--- config.mk ---
export PLATFORM = sky130hd
export DESIGN_NAME = mem_data_reg_ctrl_flat
export DESIGN_NICKNAME = d
export VERILOG_FILES = /design/src/rtl/mdr_pkg.sv /design/src/rtl/mem_data_reg_ctrl_if.sv /design/src/rtl/mdr_timeout_cnt.sv /design/src/rtl/mem_data_reg_ctrl.sv /design/src/flat_wrapper.sv
export SDC_FILE = /design/constraint.sdc
export NUM_CORES = 1
export LEC_CHECK = 0
export ABC_AREA = 1
export CORE_MARGIN = 4
export CORE_UTILIZATION = 35
export CTS_CLUSTER_SIZE = 24
export DETAILED_ROUTE_END_ITERATION = 12
export PLACE_DENSITY = 0.77
export SLEW_MARGIN = 25
export SYNTH_ARGS = -nofsm -noshare
export SYNTH_HDL_FRONTEND = slang
export SYNTH_SLANG_ARGS = --single-unit
--- constraint.sdc ---
create_clock -name clock_i -period 2.1 [get_ports clock_i]
set_input_delay 0.315 -clock clock_i [delete_from_list [all_inputs] [get_ports clock_i]]
set_output_delay 0.315 -clock clock_i [all_outputs]
set_load 0.05 [all_outputs]
--- src/rtl/mdr_pkg.sv ---
// Shared state encoding and default widths for the memory data register block.
package mdr_pkg;

  typedef enum logic [1:0] {
    StIdle   = 2'd0,
    StRdWait = 2'd1,
    StWrWait = 2'd2
  } mdr_state_e;

  localparam int unsigned DefDataW    = 16;
  localparam int unsigned DefAddrW    = 16;
  localparam int unsigned DefWrSelW   = 20;
  localparam int unsigned DefRdSelW   = 19;
  localparam int unsigned DefWrSelBit = 1;
  localparam int unsigned DefRdSelBit = 0;
  localparam int unsigned DefTimeout  = 15;

endpackage

--- src/rtl/mem_data_reg_ctrl_if.sv ---
// Bus, decoder and data-memory signals of the MDR; slave is the MDR side, master the environment.
interface mem_data_reg_ctrl_if
  import mdr_pkg::*;
#(
  parameter int unsigned DATA_W   = DefDataW,
  parameter int unsigned ADDR_W   = DefAddrW,
  parameter int unsigned WR_SEL_W = DefWrSelW,
  parameter int unsigned RD_SEL_W = DefRdSelW
) ();

  logic [DATA_W-1:0]   a_bus;
  logic [WR_SEL_W-1:0] wr_dec;
  logic [RD_SEL_W-1:0] rd_dec;
  logic [ADDR_W-1:0]   mar_addr;
  logic                mem_rd_cmd;
  logic                mem_wr_cmd;
  logic [DATA_W-1:0]   mem_rdata;
  logic                mem_ack;
  logic                mem_req;
  logic                mem_we;
  logic [ADDR_W-1:0]   mem_addr;
  logic [DATA_W-1:0]   mem_wdata;
  logic [DATA_W-1:0]   mdr;
  logic [DATA_W-1:0]   b_bus;
  logic                b_oe;
  logic                busy;
  logic                done;
  logic                err;

  modport slave (
    input  a_bus, wr_dec, rd_dec, mar_addr, mem_rd_cmd, mem_wr_cmd, mem_rdata, mem_ack,
    output mem_req, mem_we, mem_addr, mem_wdata, mdr, b_bus, b_oe, busy, done, err
  );

  modport master (
    output a_bus, wr_dec, rd_dec, mar_addr, mem_rd_cmd, mem_wr_cmd, mem_rdata, mem_ack,
    input  mem_req, mem_we, mem_addr, mem_wdata, mdr, b_bus, b_oe, busy, done, err
  );

endinterface

--- src/rtl/mdr_timeout_cnt.sv ---
// Wait-cycle counter for memory transactions; expired_o flags the TIMEOUT-th enabled cycle.
module mdr_timeout_cnt #(
  parameter int unsigned TIMEOUT = 15
) (
  input  logic clock_i,
  input  logic reset_i,
  input  logic clear_i,
  input  logic en_i,
  output logic expired_o
);

  localparam int unsigned CntW = $clog2(TIMEOUT + 1);

  logic [CntW-1:0] cnt_q, cnt_d;

  always_comb begin
    cnt_d = cnt_q;
    if (clear_i) begin
      cnt_d = '0;
    end else if (en_i) begin
      cnt_d = cnt_q + CntW'(1);
    end
  end

  always_ff @(posedge clock_i) begin
    if (reset_i) begin
      cnt_q <= '0;
    end else begin
      cnt_q <= cnt_d;
    end
  end

  // cnt_q counts completed wait cycles, so TIMEOUT-1 marks the last one allowed.
  assign expired_o = en_i & (cnt_q == CntW'(TIMEOUT - 1));

endmodule

--- src/rtl/mem_data_reg_ctrl.sv ---
// Memory data register: A-bus load, B-bus drive and a req/ack data-memory sequencer with timeout.
module mem_data_reg_ctrl
  import mdr_pkg::*;
#(
  parameter int unsigned DATA_W     = DefDataW,
  parameter int unsigned ADDR_W     = DefAddrW,
  parameter int unsigned WR_SEL_W   = DefWrSelW,
  parameter int unsigned RD_SEL_W   = DefRdSelW,
  parameter int unsigned WR_SEL_BIT = DefWrSelBit,
  parameter int unsigned RD_SEL_BIT = DefRdSelBit,
  parameter int unsigned TIMEOUT    = DefTimeout
) (
  input logic                  clock_i,
  input logic                  reset_i,
  mem_data_reg_ctrl_if.slave   mdr_io
);

  localparam logic [WR_SEL_W-1:0] WrSelHot = WR_SEL_W'(1) << WR_SEL_BIT;
  localparam logic [RD_SEL_W-1:0] RdSelHot = RD_SEL_W'(1) << RD_SEL_BIT;

  mdr_state_e        state_q, state_d;
  logic [DATA_W-1:0] mdr_q, mdr_d;
  logic [ADDR_W-1:0] addr_q, addr_d;
  logic              done_q, done_d;
  logic              err_q, err_d;
  logic              ld_sel, oe_sel, cnt_clr, cnt_en, expired;

  // Exact one-hot match only; any other decoder pattern deselects the MDR.
  assign ld_sel = (mdr_io.wr_dec == WrSelHot);
  assign oe_sel = (mdr_io.rd_dec == RdSelHot);

  mdr_timeout_cnt #(
    .TIMEOUT (TIMEOUT)
  ) u_timeout_cnt (
    .clock_i   (clock_i),
    .reset_i   (reset_i),
    .clear_i   (cnt_clr),
    .en_i      (cnt_en),
    .expired_o (expired)
  );

  always_comb begin
    state_d = state_q;
    mdr_d   = mdr_q;
    addr_d  = addr_q;
    done_d  = 1'b0;
    err_d   = err_q;
    cnt_clr = 1'b0;
    cnt_en  = 1'b0;
    unique case (state_q)
      StIdle: begin
        cnt_clr = 1'b1;
        if (ld_sel) begin
          mdr_d = mdr_io.a_bus;
        end
        if (mdr_io.mem_rd_cmd && mdr_io.mem_wr_cmd) begin
          err_d = 1'b1;
        end else if (mdr_io.mem_rd_cmd) begin
          addr_d  = mdr_io.mar_addr;
          state_d = StRdWait;
          err_d   = 1'b0;
        end else if (mdr_io.mem_wr_cmd) begin
          addr_d  = mdr_io.mar_addr;
          state_d = StWrWait;
          err_d   = 1'b0;
        end
      end
      StRdWait, StWrWait: begin
        cnt_en = 1'b1;
        if (ld_sel || mdr_io.mem_rd_cmd || mdr_io.mem_wr_cmd) begin
          err_d = 1'b1;
        end
        // Ack takes priority over a coincident timeout.
        if (mdr_io.mem_ack) begin
          done_d  = 1'b1;
          state_d = StIdle;
          if (state_q == StRdWait) begin
            mdr_d = mdr_io.mem_rdata;
          end
        end else if (expired) begin
          err_d   = 1'b1;
          state_d = StIdle;
        end
      end
      default: state_d = StIdle;
    endcase
  end

  always_ff @(posedge clock_i) begin
    if (reset_i) begin
      state_q <= StIdle;
      mdr_q   <= '0;
      addr_q  <= '0;
      done_q  <= 1'b0;
      err_q   <= 1'b0;
    end else begin
      state_q <= state_d;
      mdr_q   <= mdr_d;
      addr_q  <= addr_d;
      done_q  <= done_d;
      err_q   <= err_d;
    end
  end

  assign mdr_io.mem_req   = (state_q != StIdle);
  assign mdr_io.mem_we    = (state_q == StWrWait);
  assign mdr_io.busy      = (state_q != StIdle);
  assign mdr_io.mem_addr  = addr_q;
  assign mdr_io.mem_wdata = mdr_q;
  assign mdr_io.mdr       = mdr_q;
  assign mdr_io.done      = done_q;
  assign mdr_io.err       = err_q;
  assign mdr_io.b_oe      = oe_sel & (state_q == StIdle);
  assign mdr_io.b_bus     = mdr_io.b_oe ? mdr_q : '0;

endmodule

--- src/flat_wrapper.sv ---
// flat-port wrapper written by rule: the top's interface ports become plain ports
module mem_data_reg_ctrl_flat import mdr_pkg::*;
#(
  parameter int unsigned DATA_W     = DefDataW,
  parameter int unsigned ADDR_W     = DefAddrW,
  parameter int unsigned WR_SEL_W   = DefWrSelW,
  parameter int unsigned RD_SEL_W   = DefRdSelW,
  parameter int unsigned WR_SEL_BIT = DefWrSelBit,
  parameter int unsigned RD_SEL_BIT = DefRdSelBit,
  parameter int unsigned TIMEOUT    = DefTimeout
)
  (clock_i, reset_i, mdr_io_a_bus, mdr_io_wr_dec, mdr_io_rd_dec, mdr_io_mar_addr, mdr_io_mem_rd_cmd, mdr_io_mem_wr_cmd, mdr_io_mem_rdata, mdr_io_mem_ack, mdr_io_mem_req, mdr_io_mem_we, mdr_io_mem_addr, mdr_io_mem_wdata, mdr_io_mdr, mdr_io_b_bus, mdr_io_b_oe, mdr_io_busy, mdr_io_done, mdr_io_err);
  mem_data_reg_ctrl_if #(.DATA_W(DATA_W), .ADDR_W(ADDR_W), .WR_SEL_W(WR_SEL_W), .RD_SEL_W(RD_SEL_W)) mdr_io_i ();
  input logic clock_i;
  input logic reset_i;
  input wire logic [$bits(mdr_io_i.a_bus)-1:0] mdr_io_a_bus;
  input wire logic [$bits(mdr_io_i.wr_dec)-1:0] mdr_io_wr_dec;
  input wire logic [$bits(mdr_io_i.rd_dec)-1:0] mdr_io_rd_dec;
  input wire logic [$bits(mdr_io_i.mar_addr)-1:0] mdr_io_mar_addr;
  input wire logic [$bits(mdr_io_i.mem_rd_cmd)-1:0] mdr_io_mem_rd_cmd;
  input wire logic [$bits(mdr_io_i.mem_wr_cmd)-1:0] mdr_io_mem_wr_cmd;
  input wire logic [$bits(mdr_io_i.mem_rdata)-1:0] mdr_io_mem_rdata;
  input wire logic [$bits(mdr_io_i.mem_ack)-1:0] mdr_io_mem_ack;
  output wire logic [$bits(mdr_io_i.mem_req)-1:0] mdr_io_mem_req;
  output wire logic [$bits(mdr_io_i.mem_we)-1:0] mdr_io_mem_we;
  output wire logic [$bits(mdr_io_i.mem_addr)-1:0] mdr_io_mem_addr;
  output wire logic [$bits(mdr_io_i.mem_wdata)-1:0] mdr_io_mem_wdata;
  output wire logic [$bits(mdr_io_i.mdr)-1:0] mdr_io_mdr;
  output wire logic [$bits(mdr_io_i.b_bus)-1:0] mdr_io_b_bus;
  output wire logic [$bits(mdr_io_i.b_oe)-1:0] mdr_io_b_oe;
  output wire logic [$bits(mdr_io_i.busy)-1:0] mdr_io_busy;
  output wire logic [$bits(mdr_io_i.done)-1:0] mdr_io_done;
  output wire logic [$bits(mdr_io_i.err)-1:0] mdr_io_err;
  assign mdr_io_i.a_bus = mdr_io_a_bus;
  assign mdr_io_i.wr_dec = mdr_io_wr_dec;
  assign mdr_io_i.rd_dec = mdr_io_rd_dec;
  assign mdr_io_i.mar_addr = mdr_io_mar_addr;
  assign mdr_io_i.mem_rd_cmd = mdr_io_mem_rd_cmd;
  assign mdr_io_i.mem_wr_cmd = mdr_io_mem_wr_cmd;
  assign mdr_io_i.mem_rdata = mdr_io_mem_rdata;
  assign mdr_io_i.mem_ack = mdr_io_mem_ack;
  assign mdr_io_mem_req = mdr_io_i.mem_req;
  assign mdr_io_mem_we = mdr_io_i.mem_we;
  assign mdr_io_mem_addr = mdr_io_i.mem_addr;
  assign mdr_io_mem_wdata = mdr_io_i.mem_wdata;
  assign mdr_io_mdr = mdr_io_i.mdr;
  assign mdr_io_b_bus = mdr_io_i.b_bus;
  assign mdr_io_b_oe = mdr_io_i.b_oe;
  assign mdr_io_busy = mdr_io_i.busy;
  assign mdr_io_done = mdr_io_i.done;
  assign mdr_io_err = mdr_io_i.err;
  mem_data_reg_ctrl #(.DATA_W(DATA_W), .ADDR_W(ADDR_W), .WR_SEL_W(WR_SEL_W), .RD_SEL_W(RD_SEL_W), .WR_SEL_BIT(WR_SEL_BIT), .RD_SEL_BIT(RD_SEL_BIT), .TIMEOUT(TIMEOUT)) u_core (.clock_i(clock_i), .reset_i(reset_i), .mdr_io(mdr_io_i));
endmodule
# After elaboration in Yosys (flattened, before gate mapping)
# Cells that the tools add are included.
[op_classes]
mux = 23
n_eq_ne = 12
n_reduce_logical = 14
bitwise = 4
addsub = 1
[op_table]
columns = ["operator", "n"]
rows = [
  ["$mux W16", 6],
  ["$pmux W16 S2", 1],
  ["$eq A20 B2 Y1 const B", 1],
  ["$eq A19 B1 Y1 const B", 1],
  ["$mux W2", 5],
  ["$mux W1", 9],
  ["$reduce_and A3 Y1", 2],
  ["$reduce_bool A2 Y1", 3],
  ["$reduce_or A2 Y1", 3],
  ["$add A4 B1 Y4 const B", 1],
  ["$eq A4 B4 Y1 const B", 1],
  ["$ne A2 B1 Y1 const B", 2],
  ["$ne A2 B2 Y1 const B", 2],
  ["$ne A4 B3 Y1 const B", 1],
  ["$pmux W2 S2", 1],
  ["$reduce_and A4 Y1", 1],
  ["$ne A3 B2 Y1 const B", 1],
  ["$ne A3 B3 Y1 const B", 1],
  ["$and A1 B1 Y1", 2],
  ["$eq A2 B1 Y1 const B", 1],
  ["$eq A2 B2 Y1 const B", 1],
  ["$logic_not A2 Y1", 1],
  ["$logic_or A1 B1 Y1", 2],
  ["$not A1 Y1", 2],
  ["other kinds (3)", 3],
]
[word_totals]
ff_bits = 40
word_cells = 60

# Depth between registers and ports, before layout
# Gate-level depths: netlist of run 1.
[logic_depth]
word_depth = 7
depth_mapped = 10
ltp_nobuf = 9

# Hierarchy
# From an unflattened synthesis of run 1, not the netlist that was laid out.
[unflattened]
cells_unflattened = 319
area_unflattened_um2 = 2282.2
[modules_own_cells]
columns = ["mod", "n_inst", "seq_area_each_um2", "area_per_inst_um2", "cells_each"]
rows = [
  ["mem_data_reg_ctrl", 1, 720.7, 2089.5, 293],
  ["mdr_timeout_cnt", 1, 80.1, 192.7, 26],
]

# Worst setup path after synthesis of run 1
# Ideal clock, no wire load.
[synth_timing]
kind = "register to output"
start = "register u_core.state_q[0]"
end = "output mdr_io_b_bus[0]"
path_stages_with_launch = 10
slack_ps = -19
t_arrival_ps = 1804
required_time_ps = 1785
path_cell_list = "dfxtp_1 > inv_1 > ha_1 > buf_6 > inv_4 > nor2_2 > nand3b_1 > nor2_2 > nand3_4 > nor2_1"
[synth_via]
elab_chain_cells = 3
[synth_rtl]
columns = ["element", "line", "rtl"]
rows = [
  ["from (decl)", "mem_data_reg_ctrl.sv:21", "mdr_state_e state_q, state_d;"],
  ["from (signal assigned)", "mem_data_reg_ctrl.sv:91", "state_q <= StIdle;"],
  ["from (signal assigned)", "mem_data_reg_ctrl.sv:97", "state_q <= state_d;"],
  ["$logic_not A2 Y1", "mem_data_reg_ctrl.sv:113", "assign mdr_io.b_oe = oe_sel & (state_q == StIdle);"],
  ["$and A1 B1 Y1", "mem_data_reg_ctrl.sv:113", ""],
  ["$mux W16", "mem_data_reg_ctrl.sv:114", "assign mdr_io.b_bus = mdr_io.b_oe ? mdr_q : '0;"],
  ["to (decl)", "flat_wrapper.sv:29", "output wire logic [$bits(mdr_io_i.b_bus)-1:0] mdr_io_b_bus;"],
]
# Every way passes these cells.

# Worst setup path after layout of run 1
[layout_timing]
start = "register u_core.state_q[1]"
end = "output mdr_io_b_bus[12]"
# Same word-level chain as after synthesis.

==> results.txt, run 1 <==
The number of top-level pins is 162. The area fraction in and, or, nand and nor cells after synthesis came out at 29.0%. Entering global routing, the biggest net connects 33 pins. The synthesized-area fraction occupied by xor and xnor cells is 0.377%.

The count of TritonRoute iterations in the first routing pass is 4. Derived from the worst setup path, the maximum achievable clock frequency is 0.475 GHz. The met2 layer wire length in the routed design came out at 3850 um.

The via count is 2488. The critical-path maximum fanout came out at 12. The number of placed instances with taps included came out at 532. The worst setup path is of the reg -> out kind. TritonCTS built the clock tree. Among the stages of the critical path, the cell type that occurs most often is sky130_fd_sc_hd__nor2_2. The routed wire length came out at 7200 um. The routed wire length per instance is 13.3 um. Clock-pin slew was measured on the worst setup and hold paths at 0.08 ns. The starting DRC count in detailed routing is 48. For this run, the total global-route usage over all layers was measured as 18.1%. The number of setup violations in the final report is 4.

The total of buffers placed on input and output ports came out at 161. The root buffer cell chosen for the clock tree is sky130_fd_sc_hd__clkbuf_8. The via count of the first global-routing pass came out at 2442. The clock tree synthesis step divided the H-tree into 2 levels. The main combinational cell family by area after synthesis is simple AND/OR/NAND/NOR gates. Traced cell by cell, the critical path runs through inv_2, ha_4, inv_4, nor2_2, nand3b_1, nor2_2, nand3_4, buf_12, nor2_2, buf_12. The post-synthesis instance total came out at 319. Counting both buffers and inverters, the worst setup path holds a total of 4. The average cell area after synthesis came out at 7.28 um^2. Headroom to the max-slew limit came out at 64.8%. The run finished, with violations left.

The total count of hold-check failures in the final report was 0. The worst hold path belongs to the class reg -> reg. The share of the cycle needed by the critical path after routing came out at 100%.

The count of warnings emitted by yosys is 0. The number of clock buffers added by TritonCTS is 5. Compared with the post-synthesis result, the final layout area differs by 82.3%. The static power due to leakage is 0.00167 uW. The area inside the core boundary is 6390 um^2. The final layout net count is 564. The residual antenna-violating net count after detailed routing is 0. In this run the deepest clock path goes through 2 buffers. The prevailing post-synth register cell is sky130_fd_sc_hd__dfxtp_1. Setup total negative slack on the finished layout was measured at -0.0143 ns. The sequential share of the synthesized area is 34.5%.

Of the total synthesized cell area, the portion taken by full adders, half adders and majority gates is 3.77%. The weighted congestion at the end of routability-driven global placement came out at 0.772. The final count of pins violating max slew was 0. The clock sink count came out at 40. The post-synthesis cell type count is 29. The first-pass GRT wire length came out at 11500 um. Once the floorplan was initialized, standard cells occupied 36.4% of the core. The number of enable flip-flop cells after synthesis is 0. The uppermost metal layer occupied by signal nets is met4. The remaining global-route overflow came out at 0. The critical path launch point type is a flip-flop. The y dimension of the die is 89.5 um.

The total power draw is 5490 uW. Summed over all nets, wire length on met3 after detailed routing comes to 615 um. The remaining design rule violation count is 0. The post-route worst setup slack is -0.00636 ns. The number of hold buffers added after cts is 0. The arrival time of the worst setup path is 1.79 ns. The wire length the detailed router placed on met1 came out at 2670 um. At the later pin of the worst-skew pair, clock insertion delay measures 0.28 ns. The cell class contributing the biggest share of worst-path delay is simple AND/OR/NAND/NOR gates.

The full die area is 8010 um^2. The worst setup path is captured at an output port. The power per standard cell area came out at 1300 nW/um^2. The detailed placer's ending HPWL is 5870 um. Using the TritonRoute via totals, the vias-per-cell ratio works out to 4.58. The initial antenna violation count came out at 0. The checks that failed: setup timing. The total of flip-flops plus latches after synthesis is 40.

The number of maximum-capacitance violations came out at 0. Cells with a size suffix above 1 make up 14.4% of the layout. The data required time at the worst endpoint came out at 1.78 ns.

The synthesized netlist devotes 10.1% of its cell area to compound gates. The cell area that synthesis handed to floorplanning was 2320 um^2. The longest individual stage delay on the worst path is 0.34 ns.

The pin slew with the least headroom to its limit came out at 0.527 ns. Clock skew on the completed layout was measured at 0.00129 ns. The share of flip-flops with an asynchronous set or reset came out at 0%. The number of placement rows came out at 29. The post-layout instance count excluding filler cells is 543. The peak supply drop came out at 791 uV.

The horizontal die dimension came out at 89.5 um. The slowest stage of the critical path belongs to the cell sky130_fd_sc_hd__dfxtp_2. The shortest period the worst path allows came out at 2.11 ns. Setup repair after global routing could not meet its margin everywhere. The net count after synthesis came out at 418.

Multiplexer cells account for 6.89% of the synthesized area. The total inserted antenna cells is 0.
-- metal layers --
metal  GRT usage, %  up-vias
li1               -     1292
met1           19.8     1101
met2           34.7       87
met3           4.70        8
met4           3.92        0
met5              0        -
-- report_power, final --
group	internal [uW]	total, uW	leakage, uW	switching [uW]
combinational	1360	3700	0.00129	2350
sequential	998	1180	0.000330	179
clock	353	615	0.0000552	262
-- worst reg2reg max path, cell delays in order (launching register included) --
cell                      delay (ns)
sky130_fd_sc_hd__dfxtp_2        0.35
sky130_fd_sc_hd__inv_2          0.06
sky130_fd_sc_hd__ha_4           0.25
sky130_fd_sc_hd__inv_2          0.08
sky130_fd_sc_hd__nor2_2         0.05
sky130_fd_sc_hd__nor3_4         0.11
sky130_fd_sc_hd__buf_4          0.32
sky130_fd_sc_hd__nand3_1        0.13
sky130_fd_sc_hd__nand2_1        0.08
sky130_fd_sc_hd__nor2_1         0.04
-- state kept, by name, summed over array words and instances (netlist names) --
signal,cells
u_core.state_q,2
u_core.mdr_io.mem_addr,16
u_core.mdr_io.done,1
u_core.mdr_io.mdr,16
u_core.mdr_io.err,1
u_core.u_timeout_cnt.cnt_q,4
-- stage by stage --
step / hold slack (ns) / area [um^2] / util, % / worst slack (ns)
after floorplan: 0.384 / 2320 / - / -0.0188
after global placement: 0.462 / 4020 / 63.0 / -0.0738
after detailed placement: 0.473 / 4020 / 63.0 / -0.253
after CTS: 0.489 / 4230 / 66.2 / -0.0461
after global routing: 0.512 / 4240 / 66.3 / -0.131
final: 0.482 / 4240 / 66.3 / -0.00636
-- placed cells by master, fill, tap and decap left out --
cell type,instances
sky130_fd_sc_hd__clkdlybuf4s50_1,137
sky130_fd_sc_hd__nor2_1,71
sky130_fd_sc_hd__dfxtp_1,39
sky130_fd_sc_hd__nand2_1,33
sky130_fd_sc_hd__inv_1,25
sky130_fd_sc_hd__a21oi_1,23
sky130_fd_sc_hd__o21ai_0,19
sky130_fd_sc_hd__buf_12,19
sky130_fd_sc_hd__nand3_1,18
sky130_fd_sc_hd__mux2i_1,16
sky130_fd_sc_hd__buf_4,12
sky130_fd_sc_hd__nor2_4,9
sky130_fd_sc_hd__nor2_2,7
sky130_fd_sc_hd__ha_1,6
sky130_fd_sc_hd__clkbuf_8,5
sky130_fd_sc_hd__dlygate4sd2_1,4
sky130_fd_sc_hd__inv_2,3
sky130_fd_sc_hd__nor4_2,2
sky130_fd_sc_hd__a211oi_1,2
sky130_fd_sc_hd__inv_4,1
sky130_fd_sc_hd__and2_4,1
sky130_fd_sc_hd__nand3b_1,1
sky130_fd_sc_hd__nor4_4,1
sky130_fd_sc_hd__nand3_4,1
sky130_fd_sc_hd__and2_0,1
sky130_fd_sc_hd__nor3_4,1
sky130_fd_sc_hd__nand4_1,1
sky130_fd_sc_hd__a31o_2,1
sky130_fd_sc_hd__xnor2_1,1
sky130_fd_sc_hd__nor3_1,1
sky130_fd_sc_hd__ha_4,1
sky130_fd_sc_hd__bufinv_16,1
sky130_fd_sc_hd__clkbuf_1,1
sky130_fd_sc_hd__clkinv_2,1
sky130_fd_sc_hd__dfxtp_2,1
-- cell families after synthesis --
family,count (synthesis)
flops,40
simple gates,148
compound gates,45
buf+inv,62
mux,16
fa+ha+maj,7
xor+xnor,1
-- Yosys cell counts (3+ instances only) --
library cell	number	share of area, %
sky130_fd_sc_hd__nor2_1	75	12
sky130_fd_sc_hd__dfxtp_1	40	34
sky130_fd_sc_hd__nand2_1	33	5.3
sky130_fd_sc_hd__inv_1	27	4.4
sky130_fd_sc_hd__a21oi_1	23	5.0
sky130_fd_sc_hd__buf_4	22	7.1
sky130_fd_sc_hd__o21ai_0	19	4.1
sky130_fd_sc_hd__nand3_1	18	3.9
sky130_fd_sc_hd__mux2i_1	16	6.9
sky130_fd_sc_hd__nor2_2	11	3.0
sky130_fd_sc_hd__ha_1	7	3.8
sky130_fd_sc_hd__buf_6	5	2.4
sky130_fd_sc_hd__clkbuf_1	3	0.48
-- layout make-up --
type	instances	area, um^2
timing repair buffer	172	1880
inverter	29	111
clock buffer	6	72.6
fill	535	2150
tap	77	96.3
clock inverter	2	35.0
sequential	40	802
multi-input combinational	217	1240
-- final timing paths --
path / from / end / slack (ns) / cells past startpoint
setup / recovery: u_core.state_q[1]$_SDFFE_PP0P_ / mdr_io_b_bus[12] / -0.006 / 10
hold / removal: u_core.mdr_io.mem_addr[13]$_SDFFE_PP0P_ / u_core.mdr_io.mem_addr[13]$_SDFFE_PP0P_ / 0.48 / 2
setup reg to reg: u_core.state_q[1]$_SDFFE_PP0P_ / u_core.mdr_io.mdr[4]$_SDFFE_PP0P_ / 0.53 / 9
hold reg to reg: u_core.mdr_io.mem_addr[13]$_SDFFE_PP0P_ / u_core.mdr_io.mem_addr[13]$_SDFFE_PP0P_ / 0.48 / 2
-- repair_timing --
| action | 4_1_cts | 5_1_grt |
|---|---|---|
| pin swaps | 3 | 2 |
| buffers inserted | 3 | 0 |
| endpoints found under the setup margin | 17 | 17 |
| resized for setup | 23 | 2 |
(Power assumes the default switching activity.)
==> inputs of run 2 (changes only) <==
GPL_TIMING_DRIVEN = 0   (was unset)
==> results.txt, run 2 (synthesized netlist as in run 1, its figures left out) <==
The static power due to leakage came to 0.00178 uW (+6.3%). The minimum setup slack among reg-to-reg paths is 0.42 ns (-0.11 ns). The pin slew with the least headroom to its limit is 0.528 ns (+0.000806 ns).

Traced cell by cell, the critical path runs through clkdlybuf4s50_1, nor4_2, and2_4, nand3_4, buf_16, nor2_4, buf_8. The clock latency on the worst-skew pair came out at 0.27 ns (about the same). The via-per-instance ratio came to 4.65 (+1.6%).

The peak supply drop is 898 uV (+13%). The longest individual stage delay on the worst path came out at 0.42 ns (+0.08 ns). The via count of the first global-routing pass came to 2605 (+6.7%). The worst min-delay path startpoint is u_core.mdr_io.mem_addr[6]$_SDFFE_PP0P_. The maximum buffer depth of the clock tree was 2 (unchanged). The CTS buffer count was 5 (unchanged). The residual antenna-violating net count after detailed routing is 0 (unchanged).

The number of cells on the worst reg-to-reg path came out at 8 (-1). The maximum clock frequency came out at 0.472 GHz (-0.62%). The y dimension of the die is 89.5 um (unchanged). In this run the clock root is driven by a sky130_fd_sc_hd__clkbuf_8.

The tightest hold margin came out at 0.486 ns (+0.00394 ns). The clock sink count was 40 (unchanged). The weighted congestion at the end of routability-driven global placement is 0.810 (+5.0%).

The number of maximum-capacitance violations is 0 (unchanged). The first-pass GRT wire length was 12000 um (+4.8%). The final worst clock skew came out at 0.00300 ns (+0.00170 ns).

The data required time at the worst endpoint came out at 1.78 ns (about the same). The initial core utilization came to 36.4% (unchanged). Compared with the post-synthesis result, the final layout area differs by 85.7%. The full die area is 8010 um^2 (unchanged). The library cell used most frequently in the layout, excluding fill and tap cells, is sky130_fd_sc_hd__clkdlybuf4s50_1. The tightest min-delay check is of the reg -> reg type. Among all stages on the critical path, the largest delay is contributed by sky130_fd_sc_hd__clkdlybuf4s50_1. The number of buffers and inverters on the critical path came to 3 (-1).

The remaining design rule violation count came out at 0 (unchanged). The arrival time of the worst setup path came to 1.80 ns (about the same). The deepest level of the CTS H-tree came out at 2 (unchanged). The post-route worst setup slack came to -0.0194 ns (-0.0131 ns).

In this design, the largest share of critical-path delay is due to buffers and inverters. The fraction of final layout cells with drive strength greater than 1 is 17.4% (+3.0 points). The top cell types in the final layout, fill and taps aside, are sky130_fd_sc_hd__clkdlybuf4s50_1, sky130_fd_sc_hd__nor2_1, sky130_fd_sc_hd__dfxtp_1. The number of top-level pins is 162 (unchanged). The count of cells along the worst hold path came out at 2 (unchanged). The checks that failed: setup timing. The final-layout fill cell count is 584 (+9.2%). The routed wire length came out at 7880 um (+9.4%).

The overall routing resource usage is 19.0% (+0.89 points). The largest net degree at the start of global routing came out at 12 (-64%). The total count of hold-check failures in the final report came out at 0 (unchanged). The critical path is of the in -> out type. The number of setup violations in the final report is 5 (+1). The via count came out at 2662 (+7.0%).

The clock transition at the registers of the reported paths came out at 0.07 ns (about the same). The share of the cycle needed by the critical path after routing is 101% (+0.62 points). The remaining global-route overflow came out at 0 (unchanged). Setup repair after global routing could not meet its margin everywhere.

The number of placement rows came to 29 (unchanged). The worst setup path is launched from a primary input. The total non-filler cell area in the finished layout is 4320 um^2 (+1.9%). The reg-to-reg critical path startpoint is u_core.state_q[0]$_SDFFE_PP0P_.

The total of buffers placed on input and output ports is 161 (unchanged). TritonCTS built the clock tree. The power per standard cell area came to 1330 nW/um^2 (+2.5%).

The worst slack at placement came out at -0.620 ns (-0.367 ns). In this run the critical register-to-register path is captured at u_core.mdr_io.mdr[14]$_SDFFE_PP0P_. The cell area reported after detailed placement came out at 4030 um^2 (+0.28%). The worst slew slack as a fraction of its limit was 64.7% (about the same). The run finished, with violations left.

The area inside the core boundary is 6390 um^2 (unchanged). The final count of pins violating max slew is 0 (unchanged). The initial antenna violation count is 0 (unchanged). The critical-path maximum fanout is 5 (-7).

For hold timing, the worst endpoint is u_core.mdr_io.mem_addr[6]$_SDFFE_PP0P_. The shortest period the worst path allows is 2.12 ns (+0.0131 ns). The horizontal die dimension was 89.5 um (unchanged).

The count of TritonRoute iterations in the first routing pass came out at 4 (unchanged). The total power draw is 5730 uW (+4.4%). The number of hold buffers added after cts came out at 0 (unchanged).

The count of cell instances traversed by the critical path was 7 (-3). The total inserted antenna cells was 0 (unchanged). The starting DRC count in detailed routing is 50 (+4.2%). The final layout net count came out at 593 (+5.1%). STA classifies the critical path endpoint as an output port.

The detailed placer's ending HPWL came out at 6260 um (+6.6%). The routed wire length per instance is 13.8 um (+3.8%).
## run 2: cell count changes in the layout (fill, tap and decap cells not counted), sizes merged
cell / before / now
clkbuf: 6 / 11
clkdlybuf4s50: 137 / 140
buf: 31 / 53
dlygate4sd2: 4 / 3
dlymetal6s2s: 0 / 1
bufinv: 1 / 0
nand3: 19 / 20
clkinv: 1 / 0
## run 2: final cells by class
type                    count  area, um^2  share of cell area (%)
clock buffers               8        90.1                    2.09
repair buffers            168        1720                    39.8
flip-flops and latches     40         803                    18.6
multi-input cells         218        1250                    29.1
plain buffers              32         244                    5.65
inverters                  29         111                    2.58
well taps                  77        96.3                    2.23
## run 2: routing by layer
layer	part of all wire (%)	global-route usage, %	vias to the layer above
met5	0	0	-
met4	2.0	4.87	0
met3	8.5	4.61	14
met2	52	36.0	112
met1	37	20.9	1186
li1	-	-	1350
## run 2: power breakdown
part,internal (uW),switching [uW]
logic,1580,2470
clock network,268,239
registers,1000,182
total,2850,2890
## run 2: worst max path at each step
stage | start | end | slack (ns)
final | mdr_io_rd_dec[10] | mdr_io_b_bus[11] | -0.02
after global routing | mdr_io_rd_dec[10] | mdr_io_b_bus[11] | -0.11
after CTS | u_core.state_q[0]$_SDFFE_PP0P_ | mdr_io_b_bus[11] | -0.14
after detailed placement | mdr_io_rd_dec[9] | mdr_io_b_bus[13] | -0.62
after global placement | mdr_io_rd_dec[10] | mdr_io_b_bus[8] | -0.63
after floorplan | u_core.state_q[0]$_SDFFE_PP0P_ | mdr_io_b_bus[0] | -0.02
## run 2: through the flow
stage	setup TNS, ns	cells	utilization [%]
after global routing	-0.864	572	67.6
after global placement	-9.64	557	63.1
after detailed placement	-9.26	557	63.1
final	-0.0785	572	67.6
after CTS	-1.07	571	67.2
after floorplan	-0.132	319	-
## run 2: worst reg2reg max path: stages (launching register included)
cell                      delay [ns]
sky130_fd_sc_hd__dfxtp_2        0.34
sky130_fd_sc_hd__inv_2          0.05
sky130_fd_sc_hd__ha_4           0.24
sky130_fd_sc_hd__buf_2          0.14
sky130_fd_sc_hd__buf_2          0.30
sky130_fd_sc_hd__mux2i_1        0.28
sky130_fd_sc_hd__nand3_1        0.10
sky130_fd_sc_hd__nand2_1        0.06
sky130_fd_sc_hd__nor2_1         0.04
## run 2: what timing repair did
action                     CTS  global route
pin swaps                    4             5
setup buffers                4             2
cloned                       2             0
setup endpoints to repair   20            17
gates resized for setup    145             6
==> inputs of run 3 (changes only) <==
HOLD_SLACK_MARGIN = 0.05   (was unset)
==> results of run 3 <==
Final layout, timing and power as in run 2 (identical DEF).
